$ cat config.mk
export PLATFORM = sky130hd
export DESIGN_NAME = rp_dma_arbiter
export DESIGN_NICKNAME = d
export VERILOG_FILES = /design/src/rtl/rp_dma_arbiter_pkg.sv /design/src/rtl/rp_dma_arbiter_axis_rr_select.sv /design/src/rtl/rp_dma_arbiter.sv
export SDC_FILE = /design/constraint.sdc
export NUM_CORES = 1
export LEC_CHECK = 0
export CORE_AREA = 10 10 260 262
export CTS_CLUSTER_DIAMETER = 60
export DETAILED_ROUTE_END_ITERATION = 8
export DIE_AREA = 0 0 270 272
export DONT_BUFFER_PORTS = 1
export GPL_ROUTABILITY_DRIVEN = 0
export PLACE_DENSITY = 0.38
export SETUP_SLACK_MARGIN = 0.1
export SKIP_CTS_REPAIR_TIMING = 1
export SYNTH_ARGS = -nofsm -noshare
export SYNTH_HDL_FRONTEND = slang
export SYNTH_SLANG_ARGS = --single-unit
$ cat constraint.sdc
create_clock -name clk -period 3.9 [get_ports clk]
set_input_delay 0.39 -clock clk [delete_from_list [all_inputs] [get_ports clk]]
set_output_delay 0.39 -clock clk [all_outputs]
set_load 0.05 [all_outputs]
$ cat src/rtl/rp_dma_arbiter_pkg.sv
// rtl/rp_dma_arbiter_pkg.sv - shared types and helpers for the DMA stream arbiter
// Contents: arbiter FSM state enum, clog2 helper for parameter-derived widths,
// and the width of the truncated-packet counter.
package rp_dma_arbiter_pkg;

  typedef enum logic [1:0] {
    ST_IDLE   = 2'd0,
    ST_LOCKED = 2'd1,
    ST_DRAIN  = 2'd2
  } arb_state_e;

  localparam int TRUNC_CNT_W = 16;

  // Smallest r with (1 << r) >= v; usable in constant expressions.
  function automatic int clog2(input int v);
    int r;
    r = 0;
    for (int i = 0; i < 31; i++) begin
      if ((1 << i) < v) r = i + 1;
    end
    return r;
  endfunction

endpackage

$ cat src/rtl/rp_dma_arbiter_axis_rr_select.sv
// rtl/rp_dma_arbiter_axis_rr_select.sv - combinational round-robin pick of the next requester
// Ports:
//   cand_i   in  N   candidate mask (one bit per requester)
//   last_i   in  IW  index granted most recently
//   idx_o    out IW  first candidate found searching from last_i+1 (mod N)
//   valid_o  out 1   any candidate present
module axis_rr_select #(
  parameter int N  = 4,
  parameter int IW = 2
) (
  input  logic [N-1:0]  cand_i,
  input  logic [IW-1:0] last_i,
  output logic [IW-1:0] idx_o,
  output logic          valid_o
);

  logic [IW-1:0] probe;

  // Walk the offsets from farthest to nearest so the nearest candidate
  // after last_i is the one left standing.
  always_comb begin
    idx_o   = '0;
    valid_o = 1'b0;
    probe   = '0;
    for (int k = N; k >= 1; k--) begin
      probe = IW'((int'(last_i) + k) % N);
      if (cand_i[probe]) begin
        idx_o   = probe;
        valid_o = 1'b1;
      end
    end
  end

endmodule

$ cat src/rtl/rp_dma_arbiter.sv
// rtl/rp_dma_arbiter.sv - packet-atomic round-robin arbiter onto the shared DMA stream
// Ports:
//   clk, rst_n                      clock, asynchronous active-low reset
//   src_enable        in  NUM_SRC   per-source arbitration enable (looked at only in IDLE)
//   s_axis_t*         in/out        NUM_SRC source streams, source i at [i*DATA_WIDTH +: DATA_WIDTH]
//   m_axis_dma_t*     out/in        registered DMA output stream
//   grant             out           current or most recent granted source
//   busy              out           high while a packet is being forwarded or drained
//   trunc_count       out 16        saturating count of packets cut at MAX_BEATS
module rp_dma_arbiter
  import rp_dma_arbiter_pkg::*;
#(
  parameter  int NUM_SRC    = 4,
  parameter  int DATA_WIDTH = 128,
  parameter  int MAX_BEATS  = 128,
  localparam int GW         = clog2(NUM_SRC)
) (
  input  logic                          clk,
  input  logic                          rst_n,
  input  logic [NUM_SRC-1:0]            src_enable,
  input  logic [NUM_SRC*DATA_WIDTH-1:0] s_axis_tdata,
  input  logic [NUM_SRC-1:0]            s_axis_tlast,
  input  logic [NUM_SRC-1:0]            s_axis_tvalid,
  output logic [NUM_SRC-1:0]            s_axis_tready,
  output logic [DATA_WIDTH-1:0]         m_axis_dma_tdata,
  output logic                          m_axis_dma_tlast,
  output logic                          m_axis_dma_tvalid,
  input  logic                          m_axis_dma_tready,
  output logic [GW-1:0]                 grant,
  output logic                          busy,
  output logic [TRUNC_CNT_W-1:0]        trunc_count
);

  localparam int BW = clog2(MAX_BEATS + 1);

  arb_state_e             state_q, state_d;
  logic [GW-1:0]          grant_q, grant_d;
  logic [GW-1:0]          last_grant_q, last_grant_d;
  logic [BW-1:0]          beat_cnt_q, beat_cnt_d;
  logic [TRUNC_CNT_W-1:0] trunc_q, trunc_d;
  logic [DATA_WIDTH-1:0]  tdata_q, tdata_d;
  logic                   tlast_q, tlast_d;
  logic                   tvalid_q, tvalid_d;

  logic [GW-1:0]          rr_idx;
  logic                   rr_valid;
  logic [DATA_WIDTH-1:0]  sel_data;
  logic                   sel_valid, sel_last, sel_ready;
  logic                   accept, at_max;

  axis_rr_select #(.N(NUM_SRC), .IW(GW)) u_rr_select (
    .cand_i  (s_axis_tvalid & src_enable),
    .last_i  (last_grant_q),
    .idx_o   (rr_idx),
    .valid_o (rr_valid)
  );

  // Granted source mux and ready fan-out.
  always_comb begin
    sel_data      = '0;
    sel_valid     = 1'b0;
    sel_last      = 1'b0;
    s_axis_tready = '0;
    unique case (state_q)
      ST_LOCKED: sel_ready = !tvalid_q || m_axis_dma_tready;
      ST_DRAIN:  sel_ready = 1'b1;
      default:   sel_ready = 1'b0;
    endcase
    for (int i = 0; i < NUM_SRC; i++) begin
      if (grant_q == GW'(i)) begin
        sel_data         = s_axis_tdata[i*DATA_WIDTH +: DATA_WIDTH];
        sel_valid        = s_axis_tvalid[i];
        sel_last         = s_axis_tlast[i];
        s_axis_tready[i] = sel_ready;
      end
    end
  end

  assign accept = sel_valid && sel_ready;
  // This accept would be the MAX_BEATS-th beat of the packet.
  assign at_max = (beat_cnt_q == BW'(MAX_BEATS - 1));

  always_comb begin
    state_d      = state_q;
    grant_d      = grant_q;
    last_grant_d = last_grant_q;
    beat_cnt_d   = beat_cnt_q;
    trunc_d      = trunc_q;
    tdata_d      = tdata_q;
    tlast_d      = tlast_q;
    tvalid_d     = tvalid_q;

    if (tvalid_q && m_axis_dma_tready) tvalid_d = 1'b0;

    unique case (state_q)
      ST_IDLE: begin
        if (rr_valid) begin
          grant_d    = rr_idx;
          beat_cnt_d = '0;
          state_d    = ST_LOCKED;
        end
      end
      ST_LOCKED: begin
        if (accept) begin
          tdata_d    = sel_data;
          tlast_d    = sel_last || at_max;
          tvalid_d   = 1'b1;
          beat_cnt_d = beat_cnt_q + 1'b1;
          if (sel_last) begin
            last_grant_d = grant_q;
            beat_cnt_d   = '0;
            state_d      = ST_IDLE;
          end else if (at_max) begin
            if (trunc_q != '1) trunc_d = trunc_q + 1'b1;
            beat_cnt_d = '0;
            state_d    = ST_DRAIN;
          end
        end
      end
      ST_DRAIN: begin
        if (accept && sel_last) begin
          last_grant_d = grant_q;
          state_d      = ST_IDLE;
        end
      end
      default: state_d = ST_IDLE;
    endcase
  end

  always_ff @(posedge clk or negedge rst_n) begin
    if (!rst_n) begin
      state_q      <= ST_IDLE;
      grant_q      <= '0;
      last_grant_q <= GW'(NUM_SRC - 1);
      beat_cnt_q   <= '0;
      trunc_q      <= '0;
      tdata_q      <= '0;
      tlast_q      <= 1'b0;
      tvalid_q     <= 1'b0;
    end else begin
      state_q      <= state_d;
      grant_q      <= grant_d;
      last_grant_q <= last_grant_d;
      beat_cnt_q   <= beat_cnt_d;
      trunc_q      <= trunc_d;
      tdata_q      <= tdata_d;
      tlast_q      <= tlast_d;
      tvalid_q     <= tvalid_d;
    end
  end

  assign m_axis_dma_tdata  = tdata_q;
  assign m_axis_dma_tlast  = tlast_q;
  assign m_axis_dma_tvalid = tvalid_q;
  assign grant             = grant_q;
  assign busy              = (state_q != ST_IDLE);
  assign trunc_count       = trunc_q;

endmodule

==> summary.md <==
| Metric | Value |
|---|---|
| DRT Pass-1 Iters | `4` |
| Layout area overhead | `16.21%` |
| Adder-cell share of the synthesized area | `0.7838%` |
| Vias in the first global route | `6794` |
| Clock buffer depth | `2` |
| # DRC | `0` |
| Row cnt | `92` |
| Die height | `272 microns` |
| Synth Area per Inst | `15.37 sq um` |
| Initial antenna violation count | `23` |
| Clock buffers created by TritonCTS | `17` |
| Final Setup Violations | `0` |
| I/O Pins | `680` |
| Clk slew on worst S/H paths | `0.07 ns` |
| Register area | `4014 sq um` |
| Synth Area in Simple Gates | `4.807%` |
| Nets | `1135` |
| Wirelength, routed | `39.48 mm` |
| Tcrit/Tclk final | `80.30%` |
| R2R cell count | `6` |
| Synth warnings | `0` |
| Final Hold Vio Count | `160` |
| Post-Synth XOR/XNOR Area | `1.189%` |
| Layout cells sized above 1 | `32.90%` |
| CP Class | `reg -> out` |
| CTS tree | `done` |
| Mapped cell area | `9578 sq um` |
| DP Cell Count | `1429` |
| Violated checks | `hold timing` |
| Detailed Place HPWL | `32.87 mm` |
| Final core occ | `17.81%` |
| Clock Skew | `0.01550 ns` |
| Fill cell count | `6807` |
| Synth unique cells | `42` |
| WL per Instance | `26.77 microns` |
| Data arrival, critical path | `2.74 ns` |
| FMAX | `319.3 MHz` |
| Top FF cell, synth | `dfrtp_1` |
| Die Span X | `270 microns` |
| Initial core utilization | `15.32%` |
| Final Max Slew Viols | `0` |
| Worst endpoint required time | `3.51 ns` |
| Worst-skew pair later-pin latency | `0.48 ns` |
| Largest family of logic cells by synthesized area | `multiplexers` |
| Synthesized net count | `1156` |
| Final Cell Area | `11130 sq um` |
| Min Tclk post-route | `3.132 ns` |
| Worst hold margin | `-0.3914 ns` |
| Synth Register Bits | `160` |
| Non-Filler Instances | `1475` |
| GR Util All Layers | `10.33%` |
| First-pass GRT wire length | `54.45 mm` |
| CP Capture Type | `output pin` |
| Max cap viols | `0` |
| Max_slew headroom | `29.82%` |
| Detail-routed via count per cell | `4.127` |
| Die ar. | `73440 sq um` |
| Post-route ant nets | `0` |
| H-tree lvl count | `4` |
| Status | `complete, but fails checks` |
| Reg-to-reg slack, setup | `1.12 ns` |
| Via count | `6088` |
| Clk root buf | `clkbuf_16` |
| Crit Path Max Fanout | `8` |
| Measured slew at the worst slew-check pin | `1.053 ns` |
| Multi-input logic area | `5319 sq um` |
| Max IR drop VDD | `0.3038 mV` |
| Sequential area share after synthesis | `41.83%` |
| Core Area | `62500 sq um` |
| Initial DRC Count | `403` |
| Post-synth EDFFs | `0` |
| Synth Area in Compound Gates | `2.273%` |
| CTS Sinks | `160` |
| # port buffers | `0` |
| Synth async-reset ratio | `100.0%` |
| GRT overflow | `0` |
| Post-synthesis mux area share | `46.39%` |
| Setup TNS | `0 ns` |
| Pwr Density | `917.7 nW/um^2` |
| Leak | `0.004160 uW` |
| RSZ-0062 raised after global routing | `no` |
| Placed cell area | `10520 sq um` |
| Nature of the critical path startpoint | `flop` |
| Pin count of the biggest net entering global routing | `161` |
| Tightest Hold Check Type | `in -> async` |
| Synth Instances | `623` |
## routing by layer
layer	track usage, %	vias up	share of wire [%]
li1	-	2459	-
met1	10.99	3098	35
met2	16.52	473	49
met3	5.740	48	14
met4	4.805	10	2.0
met5	0	-	0.17
## flip-flops by register name (all words and copies together) (netlist names)
name / cells
trunc_count: 16
beat_cnt_q: 8
m_axis_dma_tvalid: 1
m_axis_dma_tlast: 1
grant: 2
m_axis_dma_tdata: 128
state_q: 2
last_grant_q: 2
## power breakdown
group / internal (uW) / total [uW] / leakage [uW] / switching (uW)
Clock: 959 / 1730 / 0.000284 / 776
Combinational: 1780 / 3280 / 0.00186 / 1500
Sequential: 2300 / 5200 / 0.00201 / 2910
## final timing paths
check / startpoint / to
setup / recovery: state_q[1] / s_axis_tready[1]
hold / removal: rst_n / m_axis_dma_tdata[106]
setup reg to reg: grant[0] / trunc_count[13]
hold reg to reg: beat_cnt_q[4] / beat_cnt_q[4]
max in group asynchronous: rst_n / last_grant_q[0]
min in group clk: m_axis_dma_tready / m_axis_dma_tvalid
## final cells by class
class | count | area share, %
clock inverter | 12 | 1.180
tap | 846 | 9.510
antenna | 15 | 0.3372
timing repair buffer | 9 | 0.9442
clock buffer | 19 | 3.979
inverter | 6 | 0.2023
multi-input combinational | 408 | 47.79
sequential | 160 | 36.06
## worst max-delay path, cell delays in order, from the launching register on
cell	delay, ns
dfrtp_1	0.39
inv_1	0.11
ha_1	0.35
a21oi_1	0.24
nor2_1	0.38
nand2_1	0.09
nor2_1	0.70
## layout by cell type, fill, tap and decap left out, drive strengths merged
cell,synthesis,layout
nand4,7,7
or2,2,2
nand2,21,21
o311ai,1,1
nor2b,7,7
buf,19,9
clkinv,0,5
bufinv,0,2
o31ai,4,4
a21o,1,1
and2,1,1
nor3,8,8
ha,6,6
xnor2,3,3
dfstp,2,2
mux2i,4,4
o22a,1,1
nand2b,4,4
a31oi,3,3
nor2,15,15
inv,6,10
xor2,10,10
or4,1,1
diode,0,15
a21oi,6,6
clkbuf,30,19
dfrtp,158,158
a2bb2oi,2,2
mux4,128,128
clkinvlp,0,1
nand3,10,10
or3,2,2
mux2,135,135
o21ai,15,15
and3,4,4
nor4,4,4
o211ai,1,1
and4,2,2
## stage by stage
step / worst slack, ns / power [uW]
after CTS: 0.6669 / 10450
after detailed placement: 1.082 / 8622
after floorplan: 0.6667 / 7705
after global placement: 1.097 / 8623
final: 0.7681 / 10210
after global routing: 0.4345 / 10810
## cell usage after synthesis, drive strengths merged (6+ instances only)
cell / instances / area (sq um)
xor2: 10 / 87.58
mux2: 135 / 1520
nand4: 7 / 43.79
a21oi: 6 / 30.03
nor2: 15 / 56.30
o21ai: 15 / 75.07
nor3: 8 / 50.05
ha: 6 / 75.07
clkbuf: 30 / 112.6
buf: 19 / 126.4
inv: 6 / 22.52
dfrtp: 158 / 3954
nand3: 10 / 50.05
mux4: 128 / 2883
nand2: 21 / 78.83
nor2b: 7 / 43.79
## kinds of logic (layout without fill, tap and decap cells)
group                      after synthesis  count (layout)
muxes                                  267             267
DFF                                    160             160
and+or+nand+nor                         88              88
buffers and inverters                   55              46
AOI/OAI and AO/OA                       34              34
xor gates and xnor gates                13              13
adders and majority gates                6               6
other                                    0              15
Power figures use the tool's default switching activity.
